## src/rtl/demux_scan_pkg.sv

```systemverilog
// Shared definitions for the demux_scan_led LED driver: mode encoding,
// sweep direction and a width helper that never returns zero.
package demux_scan_pkg;

    typedef enum logic [1:0] {
        MODE_DIRECT = 2'b00,
        MODE_LATCH  = 2'b01,
        MODE_SCAN   = 2'b10,
        MODE_BOUNCE = 2'b11
    } mode_t;

    typedef enum logic {
        DIR_UP   = 1'b0,
        DIR_DOWN = 1'b1
    } dir_t;

    // Width needed to index n items, but at least one bit so that a
    // single-channel instance still has a legal select port.
    function automatic int clog2_min1(input int n);
        int w;
        w = $clog2(n);
        return (w < 1) ? 1 : w;
    endfunction

endpackage

```

## src/rtl/demux_scan_led_step_tick.sv

```systemverilog
// step_tick: free-running divider that emits a one-cycle tick every
// STEP_DIV clocks. A synchronous restart puts the count back to zero so
// the first tick after a restart lands exactly STEP_DIV cycles later.
module step_tick
    import demux_scan_pkg::*;
#(
    parameter int STEP_DIV = 4
) (
    input  logic clk_i,
    input  logic rst_i,
    input  logic restart_i,
    output logic tick_o
);

    localparam int               CNT_W    = clog2_min1(STEP_DIV);
    localparam logic [CNT_W-1:0] CNT_LAST = CNT_W'(STEP_DIV - 1);

    logic [CNT_W-1:0] cnt_q;
    logic [CNT_W-1:0] cnt_d;
    logic             atLast;

    assign atLast = (cnt_q == CNT_LAST);

    // The restart cycle itself never produces a tick.
    assign tick_o = atLast && !restart_i;

    // Count 0..STEP_DIV-1, wrapping on the terminal count or on restart.
    always_comb begin
        cnt_d = cnt_q;
        if (restart_i || atLast) begin
            cnt_d = '0;
        end else begin
            cnt_d = cnt_q + 1'b1;
        end
    end

    // Divider state register.
    always_ff @(posedge clk_i or posedge rst_i) begin
        if (rst_i) begin
            cnt_q <= '0;
        end else begin
            cnt_q <= cnt_d;
        end
    end

endmodule

```

## src/rtl/demux_scan_led.sv

```systemverilog
// demux_scan_led: registered 1-to-N demultiplexer for LED banks with four
// run-time modes (direct, per-channel latch, wrapping scan, ping-pong
// bounce). Every output is a flop, so inputs show up one clock later.
module demux_scan_led
    import demux_scan_pkg::*;
#(
    parameter int N_OUT    = 8,
    parameter int SEL_W    = clog2_min1(N_OUT),
    parameter int STEP_DIV = 4
) (
    input  logic             clk,
    input  logic             rst,
    input  logic [1:0]       mode,
    input  logic [SEL_W-1:0] sel,
    input  logic             data,
    input  logic             wr_en,
    input  logic             clr,
    output logic [N_OUT-1:0] out,
    output logic [SEL_W-1:0] cur_sel,
    output logic             wrap
);

    // N_OUT held one bit wider than sel so N_OUT = 2**SEL_W still fits.
    localparam logic [SEL_W:0]   N_OUT_EXT = (SEL_W + 1)'(N_OUT);
    localparam logic [SEL_W-1:0] PTR_LAST  = SEL_W'(N_OUT - 1);

    mode_t            modeNow;
    mode_t            prevMode_q;
    logic             isSweep;
    logic             modeEntry;
    logic             selInRange;
    logic             stepTick;
    logic             goUp;

    logic [SEL_W-1:0] ptr_q;
    logic [SEL_W-1:0] ptr_d;
    dir_t             dir_q;
    dir_t             dir_d;
    logic             wrap_q;
    logic             wrap_d;
    logic [N_OUT-1:0] out_q;
    logic [N_OUT-1:0] out_d;
    logic [SEL_W-1:0] curSel_q;
    logic [SEL_W-1:0] curSel_d;

    assign modeNow    = mode_t'(mode);
    assign isSweep    = (modeNow == MODE_SCAN) || (modeNow == MODE_BOUNCE);
    assign modeEntry  = isSweep && (modeNow != prevMode_q);
    assign selInRange = ({1'b0, sel} < N_OUT_EXT);

    step_tick #(
        .STEP_DIV (STEP_DIV)
    ) uStepTick (
        .clk_i     (clk),
        .rst_i     (rst),
        .restart_i (modeEntry),
        .tick_o    (stepTick)
    );

    // Pointer, direction and wrap pulse: load on sweep entry, then advance
    // on each divider tick (wrapping in SCAN, reversing at ends in BOUNCE).
    always_comb begin
        ptr_d  = ptr_q;
        dir_d  = dir_q;
        wrap_d = 1'b0;
        goUp   = 1'b0;
        if (modeEntry) begin
            ptr_d = selInRange ? sel : '0;
            dir_d = DIR_UP;
        end else if (isSweep && stepTick && (N_OUT > 1)) begin
            if (modeNow == MODE_SCAN) begin
                if (ptr_q == PTR_LAST) begin
                    ptr_d  = '0;
                    wrap_d = 1'b1;
                end else begin
                    ptr_d = ptr_q + 1'b1;
                end
            end else begin
                goUp = ((dir_q == DIR_UP) && (ptr_q != PTR_LAST)) ||
                       ((dir_q == DIR_DOWN) && (ptr_q == '0));
                ptr_d = goUp ? (ptr_q + 1'b1) : (ptr_q - 1'b1);
                if (ptr_d == PTR_LAST) begin
                    dir_d  = DIR_DOWN;
                    wrap_d = 1'b1;
                end else if (ptr_d == '0) begin
                    dir_d  = DIR_UP;
                    wrap_d = 1'b1;
                end else begin
                    dir_d = goUp ? DIR_UP : DIR_DOWN;
                end
            end
        end
    end

    // Next LED image and reported channel for the active mode.
    always_comb begin
        out_d    = out_q;
        curSel_d = sel;
        case (modeNow)
            MODE_DIRECT: begin
                for (int i = 0; i < N_OUT; i++) begin
                    out_d[i] = data && (sel == SEL_W'(i));
                end
            end
            MODE_LATCH: begin
                if (clr) begin
                    out_d = '0;
                end else if (wr_en) begin
                    for (int i = 0; i < N_OUT; i++) begin
                        if (sel == SEL_W'(i)) begin
                            out_d[i] = data;
                        end
                    end
                end
            end
            default: begin
                curSel_d = ptr_d;
                for (int i = 0; i < N_OUT; i++) begin
                    out_d[i] = data && (ptr_d == SEL_W'(i));
                end
            end
        endcase
    end

    // All architectural state, cleared asynchronously.
    always_ff @(posedge clk or posedge rst) begin
        if (rst) begin
            ptr_q      <= '0;
            dir_q      <= DIR_UP;
            wrap_q     <= 1'b0;
            out_q      <= '0;
            curSel_q   <= '0;
            prevMode_q <= MODE_DIRECT;
        end else begin
            ptr_q      <= ptr_d;
            dir_q      <= dir_d;
            wrap_q     <= wrap_d;
            out_q      <= out_d;
            curSel_q   <= curSel_d;
            prevMode_q <= modeNow;
        end
    end

    assign out     = out_q;
    assign cur_sel = curSel_q;
    assign wrap    = wrap_q;

endmodule

```

## config.mk

```make
export PLATFORM = sky130hd
export DESIGN_NAME = demux_scan_led
export DESIGN_NICKNAME = d
export VERILOG_FILES = /design/src/rtl/demux_scan_pkg.sv /design/src/rtl/demux_scan_led_step_tick.sv /design/src/rtl/demux_scan_led.sv
export SDC_FILE = /design/constraint.sdc
export NUM_CORES = 1
export LEC_CHECK = 0
export ABC_AREA = 1
export BUFFER_PORTS_ARGS = -buffer_cell sky130_fd_sc_hd__buf_2
export CORE_AREA = 4 4 64 66
export CTS_CLUSTER_DIAMETER = 150
export DETAILED_ROUTE_END_ITERATION = 7
export DIE_AREA = 0 0 68 70
export GPL_ROUTABILITY_DRIVEN = 0
export RECOVER_POWER = 100
export SYNTH_ARGS = -nofsm -noshare
export SYNTH_HDL_FRONTEND = slang
export SYNTH_HIERARCHICAL = 1
export SYNTH_SLANG_ARGS = --single-unit
```

## constraint.sdc

```tcl
create_clock -name clk -period 3 [get_ports clk]
set_clock_uncertainty 0.15 [all_clocks]
set_input_delay 0.6 -clock clk [delete_from_list [all_inputs] [get_ports clk]]
set_output_delay 0.6 -clock clk [all_outputs]
set_load 0.05 [all_outputs]
```

Word level (Yosys, flattened, before mapping)
Cells that the tools add are included.
{"block": "op_classes", "n_addsub": 3, "n_mul": 0, "n_div": 0, "order_cmp": 0, "eq_ne": 32, "n_shift": 0, "n_mux": 30, "bitwise": 1, "reduce_logical": 41}
{"operator": "$eq 3x3->1 const B", "n": 10}
{"operator": "$ne 3x3->1 const B", "n": 10}
{"operator": "$logic_and 1x1->1", "n": 21}
{"operator": "$mux 1", "n": 20}
{"operator": "$mux 3", "n": 6}
{"operator": "$reduce_and 2->1", "n": 9}
{"operator": "$mux 8", "n": 2}
{"operator": "$pmux 8 s2", "n": 1}
{"operator": "$eq 3x2->1 const B", "n": 4}
{"operator": "$logic_not 3->1", "n": 4}
{"operator": "$eq 2x2->1 const B", "n": 3}
{"operator": "$eq 3x1->1 const B", "n": 2}
{"operator": "$add 3x1->3 const B", "n": 1}
{"operator": "$logic_or 1x1->1", "n": 3}
{"operator": "$sub 3x1->3 const B", "n": 1}
{"operator": "$add 2x1->2 const B", "n": 1}
{"operator": "$eq 2x1->1 const B", "n": 1}
{"operator": "$logic_not 2->1", "n": 1}
{"operator": "$mux 2", "n": 1}
{"operator": "$ne 2x1->1 const B", "n": 1}
{"operator": "$ne 2x2->1", "n": 1}
{"operator": "$reduce_bool 2->1", "n": 1}
{"operator": "$reduce_or 2->1", "n": 1}
{"operator": "$logic_not 1->1", "n": 1}
{"operator": "$not 1->1", "n": 1}
{"block": "totals", "register_bits": 20, "latchBits": 0, "mem_bits_rw": 0, "romBits": 0, "inputBits": 10, "elab_cells": 121, "memories": 0}

Depth between registers and ports, before layout
{"block": "logic_depth", "ltp_word": 11, "mapped_depth": 17}

Hierarchy
Netlist, hierarchy kept.
{"module": "demux_scan_led", "instances": 1, "cells_per_inst": 199, "area_per_inst_um2": 1405.1}
{"module": "step_tick", "instances": 1, "cells_per_inst": 11, "area_per_inst_um2": 92.6}

Worst setup path before layout
Ideal clock, no wire load.
{"block": "synth_path", "kind": "input-to-reg", "startpoint": "input mode[0]", "endpoint": "register out_q[4] (netlist: out[4])", "setup_time_ns": 0.073, "arrival_ns": 2.045, "required_time_ns": 2.777, "path_slack_ns": 0.732, "stages": 16, "path_buffers": 0, "cell_sequence": "inv_2 nand2_2 nand3_2 nand2_4 inv_6 nor2_1 nand2_4 inv_2 nor2_1 a21oi_2 nand2_1 o21ai_2 nand3_1 o21ai_1 nand2_1 a21oi_2"}
{"block": "synth_via", "elab_chain_len": 11, "elab_cells_between_ends": 19, "classes_between": "7 x eq/ne; 4 x mux; 8 x reduce/logical"}
{"item": "start, declared", "line": "demux_scan_led.sv:13", "source": "input logic [1:0] mode,"}
{"item": "$eq 2x2->1", "line": "demux_scan_led.sv:47", "source": "assign isSweep = (modeNow == MODE_SCAN) || (modeNow == MODE_BOUNCE);"}
{"item": "$logic_or 1x1->1", "line": "demux_scan_led.sv:47"}
{"item": "$logic_and 1x1->1 (*)", "line": "demux_scan_led.sv:48", "source": "assign modeEntry = isSweep && (modeNow != prevMode_q);"}
{"item": "via modeEntry", "line": "demux_scan_led.sv:30", "source": "logic modeEntry;"}
{"item": "$logic_not 1->1 (*)", "line": "demux_scan_led_step_tick.sv:25", "source": "assign tick_o = atLast && !restart_i;"}
{"item": "$logic_and 1x1->1 (*)", "line": "demux_scan_led_step_tick.sv:25"}
{"item": "via stepTick", "line": "demux_scan_led.sv:32", "source": "logic stepTick;"}
{"item": "$logic_and 1x1->1 (*)", "line": "demux_scan_led.sv:70", "source": "end else if (isSweep && stepTick && (N_OUT > 1)) begin"}
{"item": "$mux 3 (*)", "line": "demux_scan_led.sv:70"}
{"item": "$mux 3 (*)", "line": "demux_scan_led.sv:67", "source": "if (modeEntry) begin"}
{"item": "$eq 3x3->1 (*)", "line": "demux_scan_led.sv:119", "source": "out_d[i] = data && (ptr_d == SEL_W'(i));"}
{"item": "$logic_and 1x1->1 (*)", "line": "demux_scan_led.sv:119"}
{"item": "$pmux 8 s2 (*)", "line": "demux_scan_led.sv:99", "source": "case (modeNow)"}
{"item": "end signal, assigned", "line": "demux_scan_led.sv:138", "source": "out_q <= out_d;"}
{"item": "end, declared", "line": "demux_scan_led.sv:41", "source": "logic [N_OUT-1:0] out_q;"}
The timed path passes the listed nets; every way through them passes the cells marked *.
A chain may end at the register's enable or synchronous reset.

Worst setup path after layout
Ends and elaborated chain as after synthesis.

==> flow_summary.ini <==
[worst_setup_path]
critPathArrivalTime_ns = 2.58
crit_chain = clkbuf_1 -> inv_2 -> nand2_2 -> nand3_2 -> nand2_4 -> inv_6 -> nor2_1 -> nand2_4 -> inv_2 -> nor2_1 -> a21oi_2 -> nand2_1 -> o21ai_2 -> nand3_1 -> o21ai_1 -> nand2_1 -> a21oi_1
critPathKind = primary input to register
crit_family = simple AND/OR/NAND/NOR gates
critPathBufInv = 4
cp_slowest_cell = clkbuf_1
cpPeakStageDelay_ns = 0.23
worstSetupStartpointType = primary input
cp.required_ns = 3.08
cp-end-kind = register
cp_max_fo = 8

[clocking]
cts_max_level = 1
root_buffer = clkbuf_4
clkTransAtPathRegs_ns = 0.11
clock_path_buffers = 2
cts_sinks = 20
insertion_delay_ns = 0.31
cts_tree = done
cts-buffers-inserted = 3
cts_setup_buffers = 0

[cells_and_area]
mostFrequentLayoutCells = nand2_1, inv_1, nor2_1, dfrtp_1, clkbuf_1
area_growth_pct = 10.9
layout.cells.non_filler = 282
antenna_cells = 0
mostFrequentLayoutCell = nand2_1
fin_util = 0.464
nets = 251
layout-drive-gt1-share = 0.175
finish.instance_area_um2 = 1660

[power]
p_seq_frac = 0.368
leakagePower_nw = 0.847
fin_total_pwr_uw = 899
pwr-share-comb = 0.385
switchingPower_uw = 354
max-vdd-ir-drop_uv = 315
p_clk_frac = 0.247
p_int_uw = 545
p_sw_frac = 0.394
power.density_nw_per_um2 = 541

[sta]
setup_ws_ns = 0.502
fin_crit_sh = 0.833
maxSlewHeadroom = 0.524
maxSlewViolCount = 0
finalSetupViolations = 0
tns_ns = 0
fmax_mhz = 400
worst_slew_pin_slew_ns = 0.713
post-route-min-period_ns = 2.50
rsz0062_at_grt = no
whs_ns = 0.289
hold_viol_final = 0

[floorplanning]
rows = 22
io_pins = 22
fp.dieW_um = 68
dieArea_um2 = 4760
core_um2 = 3580
start_util = 0.419
fp.dieH_um = 70

[drt]
wl_mm = 3.17
vias_per_cell = 4.58
vias = 1292
drc = 0
drtAntennaViolNets = 0
post_drt_wl_per_cell_um = 11.2
drtIter0Drc = 89
firstDrtPassIters = 4

[synth]
synth_top_cell_by_area = dfrtp_1
ys_ff_latch = 20
syn_inst = 210
syn-mean-instance-area_um2 = 7.13
yosysSeqAreaShare = 0.334
synth_warnings = 6
netlist.area_leader.share = 0.334
ys_types = 25
synth.top_cells.by_area = dfrtp_1, nand2_1, inv_1, nor2_1, a21oi_2
synthesis.area_um2 = 1500
syn_nets = 226

[placed_design]
place_ws_ns = 0.321
place_area_um2 = 1650
portBuffers = 21
place.detailed.hpwl_mm = 2.52
dp_cells = 277

[grt]
overflow = 0
grt_pass1_vias = 1360
grt_max_degree = 19
grt_pass1_wl_mm = 5.72
antenna_found_initial = 0
track_usage = 0.152

[flow_run]
drv_cap = 0

[outcome]
status = finished, final reports clean

[hold_path]
hold_path.class = register to register
synthesized netlist by cell type:
| library cell | n |
|---|---|
| o221a_2 | 1 |
| dfrtp_1 | 20 |
| nand3_2 | 2 |
| o21ai_2 | 1 |
| nor3_1 | 8 |
| nand2_4 | 4 |
| inv_2 | 6 |
| o21ai_4 | 1 |
| nand2_2 | 6 |
| a21oi_1 | 6 |
| nor2_1 | 30 |
| inv_6 | 1 |
| nor2_4 | 3 |
| o21ai_0 | 9 |
| ha_1 | 6 |
| nand2_1 | 43 |
| buf_2 | 1 |
| a211oi_1 | 1 |
| inv_1 | 33 |
| buf_6 | 1 |
| nor2_2 | 2 |
| a21oi_2 | 11 |
| o21ai_1 | 3 |
| o21bai_1 | 1 |
| nand3_1 | 10 |
power groups by stage:
stage / Sequential (mW) / Combinational, mW / Clock (mW)
final: 0.331 / 0.346 / 0.222
after detailed placement: 0.337 / 0.363 / 0
after floorplan: 0.391 / 0.233 / 0
after global routing: 0.337 / 0.396 / 0.238
after global placement: 0.337 / 0.362 / 0
after CTS: 0.331 / 0.366 / 0.229
flip-flops by register name, indices dropped and copies added, names as in the netlist:
name	cells
ptr_q	3
uStepTick/cnt_q	2
out	8
cur_sel	3
prevMode_q	2
wrap	1
dir_q	1
cell families after synthesis:
logic type	after synthesis	synth area share
simple gates	108	0.343
buf+inv	42	0.114
compound gates	34	0.159
flops	20	0.334
fa+ha+maj	6	0.0501
final timing paths:
kind | startpoint | end | slack [ns] | cells after the start
max | mode[0] | out[4] | 0.50 | 17
min | uStepTick/cnt_q[0] | uStepTick/cnt_q[0] | 0.29 | 1
max reg2reg | ptr_q[0] | out[1] | 0.67 | 13
min reg2reg | uStepTick/cnt_q[0] | uStepTick/cnt_q[0] | 0.29 | 1
max in group asynchronous | rst | ptr_q[0] | 1.47 | 3
min in group asynchronous | rst | uStepTick/cnt_q[1] | 0.51 | 3
area by class of cell:
cell class	instances	area [um^2]
fill	402	1920
multi-input combinational	148	797
tap	48	60.1
inverter	40	155
clock buffer	3	22.5
sequential	20	500
clock inverter	1	30.0
timing repair buffer	22	96.3
per-layer routing:
metal,track usage,vias to the layer above,share of wire
li1,-,702,-
met1,0.204,562,0.51
met2,0.245,26,0.43
met3,0.0402,2,0.051
met4,0.0243,0,0.0069
met5,0,-,0
repair_timing:
action,in CTS,in global routing
hold buffers,1,0
resized for setup,0,0
endpoints found under the hold margin,2,0
No activity file was read; power rests on OpenSTA's default activity.
